## src/rtl/sha256_msg_sched.sv

```systemverilog
`default_nettype none
// ============================================================================
// Module      : sha256_msg_sched (with sha256_s0 / sha256_s1 helpers)
// Description : SHA-256 message schedule producer. Takes 16 message words
//               and streams W0..W63 with round index over valid/ready.
// Revision    : 1.0 - initial release
// ============================================================================

module sha256_s0 (
    input  logic [31:0] i_x,
    output logic [31:0] o_y
);
    assign o_y = {i_x[6:0], i_x[31:7]} ^ {i_x[17:0], i_x[31:18]} ^ (i_x >> 3);
endmodule

module sha256_s1 (
    input  logic [31:0] i_x,
    output logic [31:0] o_y
);
    assign o_y = {i_x[16:0], i_x[31:17]} ^ {i_x[18:0], i_x[31:19]} ^ (i_x >> 10);
endmodule

module sha256_msg_sched (
    input  logic        clk,
    input  logic        rst_n,
    input  logic        in_valid,
    output logic        in_ready,
    input  logic [31:0] in_word,
    output logic        w_valid,
    input  logic        w_ready,
    output logic [31:0] w_word,
    output logic [5:0]  w_round,
    output logic        w_last,
    output logic        busy
);

    typedef enum logic [0:0] {
        ST_LOAD   = 1'b0,
        ST_EXPAND = 1'b1
    } state_t;

    state_t      r_state;
    state_t      w_state_nxt;
    logic [5:0]  r_cnt;
    logic [5:0]  w_cnt_nxt;
    logic [31:0] r_win [16];
    logic        r_valid;
    logic        r_last;
    logic        r_busy;
    logic [31:0] r_word;
    logic [5:0]  r_round;

    logic        w_free;
    logic        w_load;
    logic        w_accept;
    logic [31:0] w_s0;
    logic [31:0] w_s1;
    logic [31:0] w_expand;
    logic [31:0] w_new;

    // win[0] = W(t-16), win[1] = W(t-15), win[9] = W(t-7), win[14] = W(t-2)
    sha256_s0 u_s0 (.i_x(r_win[1]),  .o_y(w_s0));
    sha256_s1 u_s1 (.i_x(r_win[14]), .o_y(w_s1));

    assign w_expand = w_s1 + r_win[9] + w_s0 + r_win[0];
    assign w_free   = !r_valid || w_ready;
    assign w_accept = in_valid && in_ready;

    always_comb begin
        w_state_nxt = r_state;
        w_cnt_nxt   = r_cnt;
        w_load      = 1'b0;
        w_new       = in_word;
        in_ready    = 1'b0;
        case (r_state)
            ST_LOAD: begin
                in_ready = w_free;
                if (in_valid && w_free) begin
                    w_load    = 1'b1;
                    w_cnt_nxt = r_cnt + 6'd1;
                    if (r_cnt == 6'd15)
                        w_state_nxt = ST_EXPAND;
                end
            end
            ST_EXPAND: begin
                w_new = w_expand;
                if (w_free) begin
                    w_load = 1'b1;
                    if (r_cnt == 6'd63) begin
                        w_cnt_nxt   = 6'd0;
                        w_state_nxt = ST_LOAD;
                    end else begin
                        w_cnt_nxt = r_cnt + 6'd1;
                    end
                end
            end
            default: w_state_nxt = ST_LOAD;
        endcase
    end

    always_ff @(posedge clk or negedge rst_n) begin
        if (!rst_n) begin
            r_state <= ST_LOAD;
            r_cnt   <= 6'd0;
            r_valid <= 1'b0;
            r_word  <= 32'd0;
            r_round <= 6'd0;
            r_last  <= 1'b0;
            r_busy  <= 1'b0;
        end else begin
            r_state <= w_state_nxt;
            r_cnt   <= w_cnt_nxt;
            if (w_load) begin
                r_valid <= 1'b1;
                r_word  <= w_new;
                r_round <= r_cnt;
                r_last  <= (r_cnt == 6'd63);
            end else if (w_ready) begin
                r_valid <= 1'b0;
            end
            // Set wins so a back-to-back M0 on the W63 handoff edge keeps busy high
            if (w_accept && r_cnt == 6'd0)
                r_busy <= 1'b1;
            else if (r_valid && w_ready && r_last)
                r_busy <= 1'b0;
        end
    end

    always_ff @(posedge clk or negedge rst_n) begin
        if (!rst_n) begin
            for (int i = 0; i < 16; i++)
                r_win[i] <= 32'd0;
        end else if (w_load) begin
            for (int i = 0; i < 15; i++)
                r_win[i] <= r_win[i+1];
            r_win[15] <= w_new;
        end
    end

    assign w_valid = r_valid;
    assign w_word  = r_word;
    assign w_round = r_round;
    assign w_last  = r_last;
    assign busy    = r_busy;

endmodule
`default_nettype wire

```

## config.mk

```make
export PLATFORM = sky130hd
export DESIGN_NAME = sha256_msg_sched
export DESIGN_NICKNAME = d
export VERILOG_FILES = /design/src/rtl/sha256_msg_sched.sv
export SDC_FILE = /design/constraint.sdc
export NUM_CORES = 1
export LEC_CHECK = 0
export ABC_AREA = 1
export CORE_ASPECT_RATIO = 0.8
export CORE_MARGIN = 5
export CORE_UTILIZATION = 25
export CTS_BUF_LIST = sky130_fd_sc_hd__clkbuf_4 sky130_fd_sc_hd__clkbuf_8
export DETAILED_ROUTE_END_ITERATION = 12
export MAX_ROUTING_LAYER = met4
export PLACE_DENSITY_LB_ADDON = 0.12
export SLEW_MARGIN = 20
export SYNTH_ARGS = -nofsm -noshare
export SYNTH_HDL_FRONTEND = slang
export SYNTH_SLANG_ARGS = --single-unit
export TNS_END_PERCENT = 30
```

## constraint.sdc

```tcl
create_clock -name clk -period 4.65 [get_ports clk]
set_clock_uncertainty 0.2 [all_clocks]
set_input_delay 0.93 -clock clk [delete_from_list [all_inputs] [get_ports clk]]
set_output_delay 0.93 -clock clk [all_outputs]
set_load 0.01 [all_outputs]
```

# == Word level (Yosys, flattened, before mapping) ==
# Cells that the tools add are included.
# word_totals
regBits,528
wordCells,64
output_inout_bits,42
input_bits,36
# op_classes
addsub,4
mux,18
bitwise_logic,5
eq_ne,4
reduce_logical,11
# ops
cell,n
$add A32 B32 Y32,3
$xor A32 B32 Y32,2
$mux W32,1
$xor A32 B22 Y32,1
$xor A32 B29 Y32,1
$mux W6,3
$pmux W6 S2,1
$mux W1,11
$add A6 B1 Y6 const B,1
$eq A6 B4 Y1 const B,1
$eq A6 B6 Y1 const B,1
$logic_not A6 Y1,1
$logic_and A1 B1 Y1,5
$pmux W1 S2,2
$reduce_bool A2 Y1,2
$ne A2 B1 Y1 const B,1
$ne A2 B2 Y1 const B,1
$reduce_and A2 Y1,1
$logic_not A1 Y1,1
$logic_or A1 B1 Y1,1
$not A1 Y1,1

# == Depth between registers and ports, before layout ==
# logic_depth
word_depth,6
ltp_mapped,21
ltp_nobuf,20

# == Cells and area by module ==
# From an unflattened synthesis, not the netlist that was laid out.
# hier_totals
cells_unflattened,3356
hier_area_um2,25907.3
# by_module_without_submodules
module,cells_each,instances,area_per_inst_um2,seq_area_each_um2
sha256_msg_sched,2974,1,24344.6,13212.7
sha256_s0,209,1,835.8,0.0
sha256_s1,173,1,726.9,0.0

# == Worst setup path before layout ==
# No wires, ideal clock.
# synth_timing
kind,flip-flop to flip-flop
startpoint,reg r_win[452] (netlist name)
endpoint,reg r_win[21] (netlist name)
t_arrival_ps,3207
period_less_slack_ps,3537
n_path_buf,1
setup_slack_ps,1113
path_stages_with_launch,20
setup_ps,130
required_ps,4320
cell_sequence,dfrtp_1 clkbuf_1 xnor2_1 xor2_1 fa_1 fa_1 inv_1 ha_1 inv_1 fa_1 inv_1 nand3_1 nand3_1 nand2_1 nand3_1 nand2_1 nand3_1 nand3_1 nand2_1 o21ai_0
# synth_between
elab_chain_len,5
# synth_rtl
element,line_no,source
from (decl),46,logic [31:0] r_win [16];
"from (signal, indexed assignment)",135,r_win[i] <= r_win[i+1];
$xor A32 B32 Y32,13,"assign o_y = {i_x[6:0], i_x[31:7]} ^ {i_x[17:0], i_x[31:18]} ^ (i_x >> 3);"
$xor A32 B29 Y32 (*),13,
$add A32 B32 Y32 (*) (2 in series),65,assign w_expand = w_s1 + r_win[9] + w_s0 + r_win[0];
$mux W32 (*),75,case (r_state)
# Mark *: on every way between the ends. The rest lies on a longest branch, timed or not.
# A chain may end at the register's enable or synchronous reset.

# == Worst setup path in the final report ==
# layout_timing
startpoint,reg r_win[465] (netlist name)
endpoint,reg r_win[15] (netlist name)
# The elaborated chain is that of the path after synthesis.

==> impl_metrics.py <==
metrics = {
    "global_route": {
        "gr-total-overflow": 0,
        "grt_pass1_wl_um": 115500,
        "grt_max_degree": 152,
        "track_usage_pct": 14.37,
        "grt_pass1_vias": 18460,
        "antenna_found_initial": 0,
    },
    "logic_synthesis": {
        "syn_nets": 3181,
        "synth_cells": 3050,
        "synth_area_mm2": 0.02525,
        "syn_avg_cell_area_um2": 8.278,
        "synth.ff_latch_count": 528,
        "ys_warn_count": 0,
        "synth_cell_types": 28,
        "yosysSeqAreaShare_pct": 52.33,
    },
    "clock_network": {
        "cts_buffer_depth": 3,
        "clk_pin_slew_ps": 60,
        "cts_tree": "yes",
        "clock_latency_ps": 720,
        "cts_root_buf": "clkbuf_8",
        "cts_made_buffers": 97,
        "clkSinkCount": 528,
        "cts_resized": 0,
        "htreeDepth": 3,
    },
    "sta": {
        "setup_viol": 0,
        "drv_slew": 0,
        "worst_slew_pin_slew_ps": 726.3,
        "max_freq_mhz": 240.8,
        "hold_violations": 0,
        "rsz0062_at_grt": "no",
        "relSlewSlack_pct": 51.58,
        "finalSetupTns_ps": 0,
        "period_share_pct": 89.30,
        "period_needed_ps": 4152,
    },
    "die": {
        "coreArea_mm2": 0.1005,
        "core.rowCount": 104,
        "die_height_um": 294.2,
        "ios": 78,
        "die_area_mm2": 0.1075,
        "initial_core_util_pct": 25.13,
        "die_w_um": 365.3,
    },
    "setup_path": {
        "crit_type": "reg -> reg",
        "startpoint_type": "register",
        "cp_max_fo": 6,
        "required_ps": 5090,
        "end_kind": "register",
        "startpoint": "r_win[465]",
        "reg2reg_from": "r_win[465]",
        "critPathArrivalTime_ps": 4600,
    },
    "hold_path": {
        "hold_class": "reg -> reg",
        "holdCritStartpoint": "r_win[118]",
    },
    "routing": {
        "firstDrtPassIters": 5,
        "drc": 0,
        "wl_per_cell_um": 16.51,
        "via_count": 18140,
        "ant_nets": 0,
        "routed_via_density": 4.075,
        "drt_iter0_markers": 1295,
        "wl_um": 73490,
    },
    "outcome": {
        "status": "finished, final reports clean",
    },
    "finish": {
        "fin_nets": 3191,
        "area_growth_pct": 15.53,
        "layout-drive-gt1-share_pct": 6.592,
        "num-fill-cells": 10980,
    },
    "place": {
        "place_congestion": 0.8919,
        "dp_hpwl_um": 51230,
        "portBuffers": 77,
    },
    "flow_run": {
        "cap_violations": 0,
    },
}
critical path, cell delays in order, from the launching register on:
cell and delay [ps]:
dfrtp_1 560, xnor2_1 180, xor2_1 230, fa_1 530, fa_1 570, inv_1 50
ha_1 450, nand2_1 160, nor2_1 250, and2_1 170, nand2_1 50, nand2_1 180
xor2_1 290, nor2_1 70, o21ai_0 150
path summary, 6_finish.rpt:
kind / end / slack, ps / depth (start not counted)
setup / recovery: r_win[15] / 500 / 14
hold / removal: r_win[150] / 240 / 2
setup reg to reg: r_win[15] / 500 / 14
hold reg to reg: r_win[150] / 240 / 2
max in group asynchronous: r_state / 2570 / 4
min in group asynchronous: r_win[326] / 590 / 2
area by class of cell:
class                   instances  area, um^2  share of cell area [%]
repair buffers                115        1239                   4.247
well taps                    1325        1658                   5.684
inverters                     285        1077                   3.693
diodes                          1       2.502                0.008579
clock buffers                 152        1867                   6.400
flip-flops and latches        528       13210                   45.30
multi-input cells            2033       10010                   34.32
clock inverters                12       100.1                  0.3432
Yosys cell counts (all sizes together):
cell type / number / area [um^2]
and2: 1 / 6.260
o211ai: 2 / 15.01
a22oi: 4 / 30.03
dfrtp: 528 / 13210
ha: 33 / 412.9
a31oi: 3 / 18.77
o21ai: 196 / 980.9
nor3: 7 / 35.03
o21bai: 3 / 22.52
clkbuf: 101 / 379.1
xnor2: 60 / 525.5
xor2: 71 / 621.9
nand3: 45 / 225.2
o22ai: 2 / 12.51
a21oi: 32 / 171.4
nand4: 3 / 18.77
nand2: 1413 / 5304
inv: 285 / 1070
nor4: 1 / 6.260
buf: 103 / 574.3
fa: 62 / 1241
nand3b: 1 / 7.510
nor2: 93 / 349.1
a21o: 1 / 7.510
flip-flops by register name, indices dropped and copies added (netlist names):
name     flops
r_state      1
r_win      512
w_valid      1
busy         1
w_last       1
w_round      6
r_cnt        6
placed cells by master (no fill, tap or decap), drive strengths merged:
cell type      instances
dfrtp                528
a21o                   1
clkbuf               152
inv                  289
nand3b                 1
o21ai                196
o211ai                 2
diode                  1
clkinv                 4
nand2               1413
buf                   38
nor4                   1
o21bai                 3
nand4                  3
clkdlybuf4s50         76
nor2                  93
nand3                 45
a22oi                  4
clkinvlp               4
fa                    62
o22ai                  2
dlygate4sd3            1
a31oi                  3
ha                    33
xor2                  71
a21oi                 32
xnor2                 60
and2                   1
nor3                   7
stage by stage:
| step | worst slack (ps) | hold WS [ps] | util, % | cells | instance area (um^2) |
|---|---|---|---|---|---|
| 3_3_place_gp | 417.7 | 254.0 | 27.07 | 4285 | 27190 |
| 6_report | 497.7 | 235.3 | 29.04 | 4451 | 29170 |
| 2_1_floorplan | 1113 | 241.6 | - | 3050 | 25250 |
| 3_5_place_dp | 489.7 | 256.7 | 27.07 | 4285 | 27190 |
| 4_1_cts | 467.8 | 227.0 | 29.03 | 4450 | 29170 |
| 5_1_grt | 258.0 | 267.1 | 29.03 | 4450 | 29170 |
cells by family after synthesis:
group | share of synthesized area [%]
buffers and inverters | 8.013
flip-flops | 52.33
XOR/XNOR | 4.544
AO/OA/AOI/OAI | 4.985
AND/OR/NAND/NOR | 23.57
adder cells (fa/ha/maj) | 6.551
metal layers:
layer	GRT usage, %	part of all wire [%]	up-vias
li1	-	-	9175
met3	2.209	3.8	89
met4	3.161	1.7	0
met2	20.18	42	285
met1	21.71	53	8587
met5	-	0	-
timing repair:
action	4_1_cts	5_1_grt
buffers inserted	0	0
endpoints found under the setup margin	0	0
hold endpoints to repair	51	0
hold buffers	1	0
Power is left out: the tool's default activity adds up to more than one toggle a clock period on the data nets, which glitch-free logic cannot reach.
